`src/rtl/cpu_pkg.sv`:
```
// cpu_pkg: shared constants for the 8-bit address / 4-bit data CPU.
// Holds field widths, opcode values and the sequencer state encoding used by
// cpu_sequencer_if, cpu_alu and cpu_sequencer.
package cpu_pkg;

  localparam int ADDR_W = 8;
  localparam int DATA_W = 4;
  localparam int OPC_W  = 4;

  // Opcodes (instruction byte [7:4])
  localparam logic [OPC_W-1:0] OP_NOP = 4'h0;
  localparam logic [OPC_W-1:0] OP_LDI = 4'h1;
  localparam logic [OPC_W-1:0] OP_ADD = 4'h2;
  localparam logic [OPC_W-1:0] OP_SUB = 4'h3;
  localparam logic [OPC_W-1:0] OP_AND = 4'h4;
  localparam logic [OPC_W-1:0] OP_OR  = 4'h5;
  localparam logic [OPC_W-1:0] OP_XOR = 4'h6;
  localparam logic [OPC_W-1:0] OP_JMP = 4'h7;
  localparam logic [OPC_W-1:0] OP_JZ  = 4'h8;
  localparam logic [OPC_W-1:0] OP_JC  = 4'h9;
  localparam logic [OPC_W-1:0] OP_HLT = 4'hF;

  // Sequencer states
  localparam logic [2:0] S_IDLE    = 3'd0;
  localparam logic [2:0] S_FETCH   = 3'd1;
  localparam logic [2:0] S_DECODE  = 3'd2;
  localparam logic [2:0] S_EXECUTE = 3'd3;
  localparam logic [2:0] S_HALT    = 3'd4;
  localparam logic [2:0] S_FAULT   = 3'd5;

endpackage

```
`src/rtl/cpu_sequencer_if.sv`:
```
// cpu_sequencer_if: instruction-memory read port (req/ack).
//   mem_req   : read request, held while the requester waits
//   mem_addr  : read address, stable while mem_req is high
//   mem_ack   : read accepted, mem_rdata valid in the same cycle
//   mem_rdata : instruction byte
// master = sequencer side, slave = memory side.
interface cpu_sequencer_if;
  import cpu_pkg::*;

  logic              mem_req;
  logic [ADDR_W-1:0] mem_addr;
  logic              mem_ack;
  logic [7:0]        mem_rdata;

  modport master (output mem_req, output mem_addr, input mem_ack, input mem_rdata);
  modport slave  (input mem_req, input mem_addr, output mem_ack, output mem_rdata);
endinterface

```
`src/rtl/cpu_alu.sv`:
```
// cpu_alu: combinational accumulator datapath.
//   op_i         : opcode
//   acc_i        : current accumulator
//   opd_i        : 4-bit immediate operand
//   carry_i      : current carry, passed through when the op leaves it alone
//   acc_o        : new accumulator
//   carry_o      : new carry/borrow
//   zero_o       : new accumulator is zero
//   writes_acc_o : op updates acc and flags
module cpu_alu
  import cpu_pkg::*;
(
  input  logic [OPC_W-1:0]  op_i,
  input  logic [DATA_W-1:0] acc_i,
  input  logic [DATA_W-1:0] opd_i,
  input  logic              carry_i,
  output logic [DATA_W-1:0] acc_o,
  output logic              carry_o,
  output logic              zero_o,
  output logic              writes_acc_o
);

  logic [DATA_W:0] sum;
  logic [DATA_W:0] diff;

  // Extra MSB carries the carry-out of ADD and the borrow of SUB.
  assign sum  = {1'b0, acc_i} + {1'b0, opd_i};
  assign diff = {1'b0, acc_i} - {1'b0, opd_i};

  always_comb begin
    acc_o        = acc_i;
    carry_o      = carry_i;
    writes_acc_o = 1'b0;
    case (op_i)
      OP_LDI: begin
        acc_o        = opd_i;
        writes_acc_o = 1'b1;
      end
      OP_ADD: begin
        {carry_o, acc_o} = sum;
        writes_acc_o     = 1'b1;
      end
      OP_SUB: begin
        {carry_o, acc_o} = diff;
        writes_acc_o     = 1'b1;
      end
      OP_AND: begin
        acc_o        = acc_i & opd_i;
        carry_o      = 1'b0;
        writes_acc_o = 1'b1;
      end
      OP_OR: begin
        acc_o        = acc_i | opd_i;
        carry_o      = 1'b0;
        writes_acc_o = 1'b1;
      end
      OP_XOR: begin
        acc_o        = acc_i ^ opd_i;
        carry_o      = 1'b0;
        writes_acc_o = 1'b1;
      end
      default: begin
        acc_o = acc_i;
      end
    endcase
  end

  assign zero_o = (acc_o == '0);

endmodule

```
`src/rtl/cpu_sequencer.sv`:
```
// cpu_sequencer: multi-cycle FETCH/DECODE/EXECUTE control unit.
//   clk, reset : rising-edge clock, asynchronous active-high reset
//   start      : (re)start execution at pc 0 from IDLE, HALT or FAULT
//   mem        : instruction read port (master side)
//   result     : accumulator
//   pc         : program counter (also the fetch address)
//   zero/carry : flags
//   retire     : high during the EXECUTE cycle of every instruction
//   busy       : FETCH/DECODE/EXECUTE
//   halted     : HALT state
//   fault      : FAULT state (fetch timed out)
module cpu_sequencer
  import cpu_pkg::*;
#(
  parameter int TIMEOUT = 15
) (
  input  logic              clk,
  input  logic              reset,
  input  logic              start,
  cpu_sequencer_if.master   mem,
  output logic [DATA_W-1:0] result,
  output logic [ADDR_W-1:0] pc,
  output logic              zero,
  output logic              carry,
  output logic              retire,
  output logic              busy,
  output logic              halted,
  output logic              fault
);

  // Value of the wait counter during the last FETCH cycle allowed without ack.
  localparam logic [7:0] WAIT_LAST = 8'(TIMEOUT - 1);

  logic [2:0]        state_q, state_d;
  logic [ADDR_W-1:0] pc_q, pc_d;
  logic [7:0]        ir_q, ir_d;
  logic [OPC_W-1:0]  op_q, op_d;
  logic [DATA_W-1:0] opd_q, opd_d;
  logic [DATA_W-1:0] acc_q, acc_d;
  logic              zero_q, zero_d;
  logic              carry_q, carry_d;
  logic [7:0]        wait_q, wait_d;

  logic [DATA_W-1:0] alu_acc;
  logic              alu_carry;
  logic              alu_zero;
  logic              alu_writes;

  cpu_alu u_alu (
    .op_i         (op_q),
    .acc_i        (acc_q),
    .opd_i        (opd_q),
    .carry_i      (carry_q),
    .acc_o        (alu_acc),
    .carry_o      (alu_carry),
    .zero_o       (alu_zero),
    .writes_acc_o (alu_writes)
  );

  always_comb begin
    state_d = state_q;
    pc_d    = pc_q;
    ir_d    = ir_q;
    op_d    = op_q;
    opd_d   = opd_q;
    acc_d   = acc_q;
    zero_d  = zero_q;
    carry_d = carry_q;
    wait_d  = wait_q;
    case (state_q)
      S_IDLE, S_HALT, S_FAULT: begin
        if (start) begin
          pc_d    = '0;
          acc_d   = '0;
          zero_d  = 1'b1;
          carry_d = 1'b0;
          wait_d  = '0;
          state_d = S_FETCH;
        end
      end
      S_FETCH: begin
        // An ack in the final allowed cycle still wins over the timeout.
        if (mem.mem_ack) begin
          ir_d    = mem.mem_rdata;
          pc_d    = pc_q + 8'd1;
          state_d = S_DECODE;
        end else if (wait_q == WAIT_LAST) begin
          state_d = S_FAULT;
        end else begin
          wait_d = wait_q + 8'd1;
        end
      end
      S_DECODE: begin
        op_d    = ir_q[7:4];
        opd_d   = ir_q[3:0];
        state_d = S_EXECUTE;
      end
      S_EXECUTE: begin
        if (alu_writes) begin
          acc_d   = alu_acc;
          zero_d  = alu_zero;
          carry_d = alu_carry;
        end
        // Taken jumps overwrite the already-incremented pc.
        if ((op_q == OP_JMP) ||
            (op_q == OP_JZ && zero_q) ||
            (op_q == OP_JC && carry_q)) begin
          pc_d = {4'h0, opd_q};
        end
        wait_d  = '0;
        state_d = (op_q == OP_HLT) ? S_HALT : S_FETCH;
      end
      default: state_d = S_IDLE;
    endcase
  end

  always_ff @(posedge clk or posedge reset) begin
    if (reset) begin
      state_q <= S_IDLE;
      pc_q    <= '0;
      ir_q    <= '0;
      op_q    <= '0;
      opd_q   <= '0;
      acc_q   <= '0;
      zero_q  <= 1'b1;
      carry_q <= 1'b0;
      wait_q  <= '0;
    end else begin
      state_q <= state_d;
      pc_q    <= pc_d;
      ir_q    <= ir_d;
      op_q    <= op_d;
      opd_q   <= opd_d;
      acc_q   <= acc_d;
      zero_q  <= zero_d;
      carry_q <= carry_d;
      wait_q  <= wait_d;
    end
  end

  // Outputs come straight from registers or the state decode, so mem_req
  // has no path from mem_ack and drops as soon as reset clears the state.
  assign mem.mem_req  = (state_q == S_FETCH);
  assign mem.mem_addr = pc_q;
  assign result       = acc_q;
  assign pc           = pc_q;
  assign zero         = zero_q;
  assign carry        = carry_q;
  assign retire       = (state_q == S_EXECUTE);
  assign busy         = (state_q == S_FETCH) || (state_q == S_DECODE) ||
                        (state_q == S_EXECUTE);
  assign halted       = (state_q == S_HALT);
  assign fault        = (state_q == S_FAULT);

endmodule

```
`src/flat_wrapper.sv`:
```
// flat-port wrapper written by rule: the top's interface ports become plain ports
module cpu_sequencer_flat import cpu_pkg::*;
#(
  parameter int TIMEOUT = 15
)
  (clk, reset, start, result, pc, zero, carry, retire, busy, halted, fault, mem_mem_req, mem_mem_addr, mem_mem_ack, mem_mem_rdata);
  cpu_sequencer_if mem_i ();
  input  logic clk;
  input  logic reset;
  input  logic start;
  output logic [DATA_W-1:0] result;
  output logic [ADDR_W-1:0] pc;
  output logic zero;
  output logic carry;
  output logic retire;
  output logic busy;
  output logic halted;
  output logic fault;
  output wire logic [$bits(mem_i.mem_req)-1:0] mem_mem_req;
  output wire logic [$bits(mem_i.mem_addr)-1:0] mem_mem_addr;
  input wire logic [$bits(mem_i.mem_ack)-1:0] mem_mem_ack;
  input wire logic [$bits(mem_i.mem_rdata)-1:0] mem_mem_rdata;
  assign mem_mem_req = mem_i.mem_req;
  assign mem_mem_addr = mem_i.mem_addr;
  assign mem_i.mem_ack = mem_mem_ack;
  assign mem_i.mem_rdata = mem_mem_rdata;
  cpu_sequencer #(.TIMEOUT(TIMEOUT)) u_core (.clk(clk), .reset(reset), .start(start), .mem(mem_i), .result(result), .pc(pc), .zero(zero), .carry(carry), .retire(retire), .busy(busy), .halted(halted), .fault(fault));
endmodule
```
`config.mk`:
```
export PLATFORM = sky130hd
export DESIGN_NAME = cpu_sequencer_flat
export DESIGN_NICKNAME = d
export VERILOG_FILES = /design/src/rtl/cpu_pkg.sv /design/src/rtl/cpu_sequencer_if.sv /design/src/rtl/cpu_alu.sv /design/src/rtl/cpu_sequencer.sv /design/src/flat_wrapper.sv
export SDC_FILE = /design/constraint.sdc
export NUM_CORES = 1
export LEC_CHECK = 0
export CORE_UTILIZATION = 50
export CTS_CLUSTER_SIZE = 28
export DETAILED_ROUTE_END_ITERATION = 6
export HOLD_SLACK_MARGIN = 0.1
export PLACE_DENSITY = 0.76
export SYNTH_ARGS = -nofsm -noshare
export SYNTH_HDL_FRONTEND = slang
export SYNTH_SLANG_ARGS = --single-unit
```
`constraint.sdc`:
```
create_clock -name clk -period 2.6 [get_ports clk]
set_clock_uncertainty 0.1 [all_clocks]
set_input_delay 0.52 -clock clk [delete_from_list [all_inputs] [get_ports clk]]
set_output_delay 0.52 -clock clk [all_outputs]
set_load 0.01 [all_outputs]
```
==> results of run 1 <==
[power groups by stage]
stage	logic, mW	clock network [mW]	registers, mW
6_report	1.72	0.551	1.15
2_1_floorplan	1.23	0	1.06
4_1_cts	1.72	0.558	1.14
3_5_place_dp	1.71	0	1.15
3_3_place_gp	1.67	0	1.15
5_1_grt	1.91	0.585	1.19
[worst max-delay path, stage by stage, from the launching register on]
cell             delay (ns)
dfrtp_1                0.47
and3b_1                0.46
clkdlybuf4s50_1        0.61
[timing repair]
action	CTS	global route
hold endpoints to repair	0	0
resized for setup	0	3
hold buffers	0	0
setup endpoints to repair	0	1
[area by class of cell]
cell class                      instances  area (µm²)
Fill cell                             435        1705
Multi-Input combinational cell        202        1399
Sequential cell                        41        1030
Timing Repair Buffer                   49       462.9
Tap cell                               67       83.83
Clock buffer                            6       82.58
Inverter                               21       78.83
Clock inverter                          2       37.54
[flip-flops by register name (all words and copies together) (netlist names)]
| register | cells |
|---|---|
| u_core.zero | 1 |
| u_core.opd_q | 4 |
| u_core.mem.mem_addr | 8 |
| u_core.op_q | 4 |
| u_core.state_q | 3 |
| u_core.ir_q | 8 |
| u_core.result | 4 |
| u_core.carry | 1 |
| u_core.wait_q | 8 |
[layer usage]
metal	global-route usage [%]	wire length [µm]	up-vias
li1	-	-	1087
met1	29.95	2603	1097
met5	0	0	-
met4	9.434	146	0
met2	34.14	2670	67
met3	4.743	247	13
[stage by stage]
step                utilization, %  hold slack, ns  power [mW]  instances  instance area [µm²]
floorplan                        -          0.3460       2.292        284                 2614
global placement             62.49          0.3602       2.820        380                 3049
detailed placement           62.49          0.3754       2.865        380                 3049
CTS                          64.95          0.3943       3.420        388                 3169
global route                 65.05          0.4113       3.681        388                 3174
finish                       65.05          0.3879       3.419        388                 3174
[how the worst min path moves through the flow]
stage	startpoint	end	slack, ns	cells after the start
final	u_core.ir_q[4]$_DFFE_PP0P_	u_core.op_q[0]$_DFFE_PP0P_	0.39	2
after global routing	u_core.ir_q[4]$_DFFE_PP0P_	u_core.op_q[0]$_DFFE_PP0P_	0.41	2
after CTS	u_core.ir_q[2]$_DFFE_PP0P_	u_core.opd_q[2]$_DFFE_PP0P_	0.39	2
after detailed placement	u_core.ir_q[4]$_DFFE_PP0P_	u_core.op_q[0]$_DFFE_PP0P_	0.38	2
after global placement	u_core.ir_q[5]$_DFFE_PP0P_	u_core.op_q[1]$_DFFE_PP0P_	0.36	2
after floorplan	u_core.ir_q[4]$_DFFE_PP0P_	u_core.op_q[0]$_DFFE_PP0P_	0.35	2
[cell usage in the layout (no fill, tap or decap), types with 6 or more instances in the layout]
master           count
nand2_1             24
nor2_1              15
mux2_2              13
o21ai_0             24
nand3_1              6
clkdlybuf4s50_1     38
a21oi_1             20
buf_4               11
dfrtp_1             38
o22ai_1              6
clkbuf_8             6
inv_1               20
ha_1                15
[logic make-up (layout without fill, tap and decap cells)]
kind of cell | count (synthesis) | in the layout | synth area share (%)
AO/OA/AOI/OAI | 84 | 84 | 21.11
buffers and inverters | 41 | 78 | 7.276
multiplexers | 16 | 16 | 6.750
adder cells (fa/ha/maj) | 17 | 17 | 8.712
AND/OR/NAND/NOR | 82 | 82 | 15.84
flip-flops | 41 | 41 | 39.30
XOR/XNOR | 3 | 3 | 1.005
==> impl_metrics.csv, run 1 <==
group,metric,value,unit
timing,timing.final.setup_violations,0,
drt,drt-vias-per-instance,5.835,
worst_setup_path,crit-reg2reg-capture,"u_core.zero$_DFFE_PP1P_",
worst_setup_path,worst_setup_path_endpoint,"retire",
layout,drive_above_1_share,13.08,%
clocking,clock_path_buffers,2,
yosys,post-synth-top-count-cell,"dfrtp_1",
worst_setup_path,r2r_cells,6,
worst_setup_path,start_kind,"register",
yosys,syn-instance-count,284,
pwr,power.share.sequential,33.6,%
yosys,post_synth_main_area_contributors,"dfrtp_1, ha_1, mux2_2, o21ai_0, a21oi_1",
drt,num_vias,2264,
yosys,synth_top_cell_area_share,38.30,%
timing,worst-slew-pin-transition,0.5164,ns
layout,area.growth.synth_to_final,21.45,%
pwr,power.combinational.fraction,50.3,%
floorplanning,boundaryPins,39,
yosys,async_flop_share,100.0,%
clocking,clkLatencyLatePin,0.30,ns
timing,period_needed,2.465,ns
drt,ant_nets,0,
worst_setup_path,required,1.98,ns
layout,post_layout_nets,349,
timing,final_min_period_over_clock_period,94.81,%
place,place_ws,0.2883,ns
global_route,first_global_vias,2004,
floorplanning,area_inside_the_core_boundary,0.004880,mm²
yosys,post_synth_num_cell_types,52,
yosys,synthDominantAreaCellType,"dfrtp_1",
floorplanning,initial_core_utilization,53.56,%
pwr,switching_share,41.76,%
pwr,largest_vdd_supply_drop,0.0004979,V
timing,setup_ws,0.1350,ns
place,gp_congestion,0.8762,
global_route,wire_length_of_the_first_global_routing_pass,9211,µm
timing,clock.fmax,405.7,MHz
yosys,yosys_warnings,0,
place,hpwl_after_detailed_placement,4225,µm
clocking,cts.htree.levels,2,
floorplanning,dieArea,0.005520,mm²
global_route,track_usage,22.04,%
clocking,postCtsSetupBuffers,0,
clocking,tritoncts,"built",
global_route,grt_max_degree,42,
layout,ant_diodes,0,
yosys,ys_top_cells_by_count,"dfrtp_1, nand2_1, o21ai_0",
worst_setup_path,worst-r2r-setup-slack,0.39,ns
drt,wl_per_cell,14.61,µm
clocking,cts-buffers-inserted,5,
worst_setup_path,worst-endpoint-arrival,1.84,ns
drt,drt_iter0_markers,198,
yosys,synth.yosys.seq_area_share,39.30,%
timing,setup-tns-final,0,ns
run,maxCapViolCount,0,
floorplanning,row_count,25,
timing,rsz_0062_raised_after_global_routing,"no",
worst_setup_path,r2r-start,"u_core.opd_q[1]$_DFFE_PP0P_",
status,status,"complete, no violations",
pwr,clkPwrFrac,16.1,%
yosys,yosys_most_used_dff,"dfrtp_1",
yosys,postSynthRegisterBits,41,
timing,maxSlewHeadroom,65.57,%
global_route,antenna_found_initial,0,
floorplanning,chipWidth,74.30,µm
drt,drc_errors,0,
floorplanning,dieHeight,74.30,µm
timing,drv_slew,0,
pwr,cellPowerDensity,1077,mW/mm²
worst_setup_path,end_kind,"output port",
clocking,register_clock_pin_slew_on_the_reported_worst_setup_and_hold_paths,0.08,ns
yosys,synthesis.area,0.002614,mm²
clocking,cts_root_buf,"clkbuf_8",
worst_setup_path,critical_path.startpoint,"u_core.state_q[2]$_DFFE_PP0P_",
worst_setup_path,critical_path.max_fanout,10,
yosys,edff_count_synth,0,
global_route,grt-ovfl-total,0,
place,buffer_ports.inserted,38,
pwr,power_switching,1.428,mW
pwr,static-leakage-power,1.363,nW
yosys,syn-mean-instance-area,9.203,µm²
drt,drt_pass1_iterations,4,
drt,totalWireLength,5668,µm
pwr,power_report.internal_total,1.991,mW
worst_setup_path,worst-setup-path-type,"reg2out",
yosys,syn_nets,313,
hold_path,hp-class,"reg2reg",
clocking,cts.sinks,41,
timing,final_hold_violations,0,
No activity file was read; power rests on OpenSTA's default activity.
==> run 2, diff against run 1 <==
--- a/config.mk
+++ b/config.mk
@@ -5,11 +5,12 @@
 export SDC_FILE = /design/constraint.sdc
 export NUM_CORES = 1
 export LEC_CHECK = 0
-export CORE_UTILIZATION = 50
+export CORE_UTILIZATION = 30
 export CTS_CLUSTER_SIZE = 28
 export DETAILED_ROUTE_END_ITERATION = 6
 export HOLD_SLACK_MARGIN = 0.1
-export PLACE_DENSITY = 0.76
+export PLACE_DENSITY = 0.5
+export SLEW_MARGIN = 10
 export SYNTH_ARGS = -nofsm -noshare
 export SYNTH_HDL_FRONTEND = slang
 export SYNTH_SLANG_ARGS = --single-unit
==> run 2 against run 1 <==
Net effect: global-route usage shrank 7.2 points; power up 0.96%; sequential cell count stayed put; clock power is 2% lower; fmax up 3.6%; wire length grew 8.6%; hold slack got worse by 0.0070 ns; critical path depth is 2 higher; utilization decreased by 26 points; first-iteration DRC count shrank 39%; critical path type unchanged.
==> impl_metrics.csv, run 2 (same netlist as run 1, synthesis figures left out) <==
group,metric,value,unit
place,buffer_ports.inserted,38,
layout,post_layout_nets,352,
pwr,cellPowerDensity,1066,mW/mm²
drt,num_vias,2186,
drt,drt_pass1_iterations,4,
floorplanning,dieArea,0.009090,mm²
hold_path,hold_start,"u_core.ir_q[3]$_DFFE_PP0P_",
global_route,antenna_found_initial,0,
pwr,largest_vdd_supply_drop,0.0002830,V
timing,setup-tns-final,0,ns
run,maxCapViolCount,0,
timing,drv_slew,0,
floorplanning,row_count,33,
worst_setup_path,worst-setup-path-type,"reg2out",
worst_setup_path,required,1.98,ns
clocking,cts-buffers-inserted,5,
floorplanning,initial_core_utilization,31.34,%
layout,final_cell_mix,"dfrtp_1, clkdlybuf4s50_1, nand2_1, o21ai_0, a21oi_1",
layout,fin_util,38.82,%
drt,totalWireLength,6154,µm
layout,drive_above_1_share,13.27,%
clocking,cts_root_buf,"clkbuf_8",
worst_setup_path,critical_path.startpoint,"u_core.state_q[0]$_DFFE_PP0P_",
clocking,register_clock_pin_slew_on_the_reported_worst_setup_and_hold_paths,0.08,ns
worst_setup_path,end_kind,"output port",
worst_setup_path,timing.critical_path.cells,"nor2b_2 -> nand2_1 -> clkinv_1 -> clkdlybuf4s50_1",
drt,drt-vias-per-instance,5.096,
drt,drc_errors,0,
worst_setup_path,timing.critical_path.max_delay_family,"buffers and inverters",
layout,layout_commonest_cell,"dfrtp_1",
timing,rsz_0062_raised_after_global_routing,"no",
timing,timing.final.setup_violations,0,
worst_setup_path,path_depth,4,
clocking,cts.sinks,41,
global_route,grt_max_degree,42,
drt,ant_nets,0,
floorplanning,dieHeight,95.34,µm
worst_setup_path,path_buf_inv,2,
global_route,track_usage,14.85,%
global_route,grt-ovfl-total,0,
drt,wl_per_cell,14.34,µm
drt,drt_iter0_markers,120,
place,gp_congestion,0.8716,
pwr,static-leakage-power,1.380,nW
worst_setup_path,r2r_cells,5,
clocking,post_cts_resized,0,
hold_path,hp-class,"reg2reg",
clocking,tritoncts,"built",
layout,n_fill_cell,861,
global_route,wire_length_of_the_first_global_routing_pass,10320,µm
layout,ant_diodes,0,
floorplanning,boundaryPins,39,
layout,area.growth.synth_to_final,23.89,%
global_route,first_global_vias,2081,
clocking,postCtsSetupBuffers,0,
worst_setup_path,critical_path.slowest_cell,"clkdlybuf4s50_1",
hold_path,whs_path_depth,2,
floorplanning,area_inside_the_core_boundary,0.008341,mm²
timing,period_needed,2.380,ns
clocking,cts.htree.levels,2,
timing,clock.fmax,420.2,MHz
place,hpwl_after_detailed_placement,4632,µm
timing,maxSlewHeadroom,64.19,%
worst_setup_path,r2r-start,"u_core.op_q[3]$_DFFE_PP0P_",
timing,final_min_period_over_clock_period,91.54,%
worst_setup_path,critical_path.max_fanout,9,
worst_setup_path,critical-path-max-stage-delay,0.52,ns
pwr,power_report.internal_total,2.016,mW
timing,final_hold_violations,0,
floorplanning,chipWidth,95.34,µm
pwr,switching_share,41.59,%
pwr,power_switching,1.436,mW
clocking,clock_path_buffers,2,
pwr,power.combinational.fraction,51.0,%
status,status,"complete, no violations",
pwr,power.share.sequential,33.4,%
timing,worst-slew-pin-transition,0.5371,ns
pwr,clkPwrFrac,15.6,%
clocking,clkLatencyLatePin,0.30,ns
worst_setup_path,worst-endpoint-arrival,1.76,ns
clocking,cts_hold_buf,0,
worst_setup_path,start_kind,"register",
-- run 2: final timing paths --
check / endpoint / slack [ns]
max in group asynchronous: u_core.zero$_DFFE_PP1P_ / 1.47
min in group asynchronous: u_core.wait_q[6]$_DFFE_PP0P_ / 0.54
worst max-delay path: mem_mem_req / 0.22
worst min-delay path: u_core.opd_q[3]$_DFFE_PP0P_ / 0.38
worst max register to register: u_core.mem.mem_addr[5]$_DFFE_PP0P_ / 0.40
worst min register to register: u_core.opd_q[3]$_DFFE_PP0P_ / 0.38
-- run 2: final cells by class --
| class | count | area, µm² | area share (%) |
|---|---|---|---|
| Inverter | 21 | 78.83 | 2.434 |
| Multi-Input combinational cell | 202 | 1399 | 43.20 |
| Sequential cell | 41 | 1027 | 31.72 |
| Clock buffer | 7 | 86.33 | 2.666 |
| Clock inverter | 1 | 30.03 | 0.9274 |
| Timing Repair Buffer | 52 | 485.5 | 14.99 |
| Tap cell | 105 | 131.4 | 4.057 |
-- run 2: layer usage --
layer	global-route usage (%)	routed length (µm)	up-vias
met2	23.21	2792	46
met5	0	0	-
met3	3.030	254	9
met1	20.08	3008	1033
li1	-	-	1098
met4	5.682	99	0
-- run 2: worst register-to-register path, delay by kind of cell (launching register included) --
family / cells / cell delay (ns)
DFF: 1 / 0.52
AOI/OAI and AO/OA: 3 / 0.58
and+or+nand+nor: 2 / 0.93
-- run 2: per-stage QoR --
step           area (µm²)  std cells  power [mW]  hold WS [ns]  setup WS [ns]
2_1_floorplan        2614        284       2.292        0.3460         0.5466
3_3_place_gp         3119        421       2.928        0.3630         0.3060
3_5_place_dp         3119        421       2.938        0.3646         0.2873
4_1_cts              3236        429       3.492        0.3850         0.1131
5_1_grt              3238        429       3.750        0.4036        0.08208
6_report             3238        429       3.452        0.3809         0.2200
-- run 2: power groups by stage --
stage	combinational, mW	clock (mW)	sequential (mW)
floorplan	1.23	0	1.06
global placement	1.76	0	1.17
detailed placement	1.77	0	1.17
CTS	1.78	0.556	1.16
global route	1.95	0.587	1.21
finish	1.76	0.539	1.15
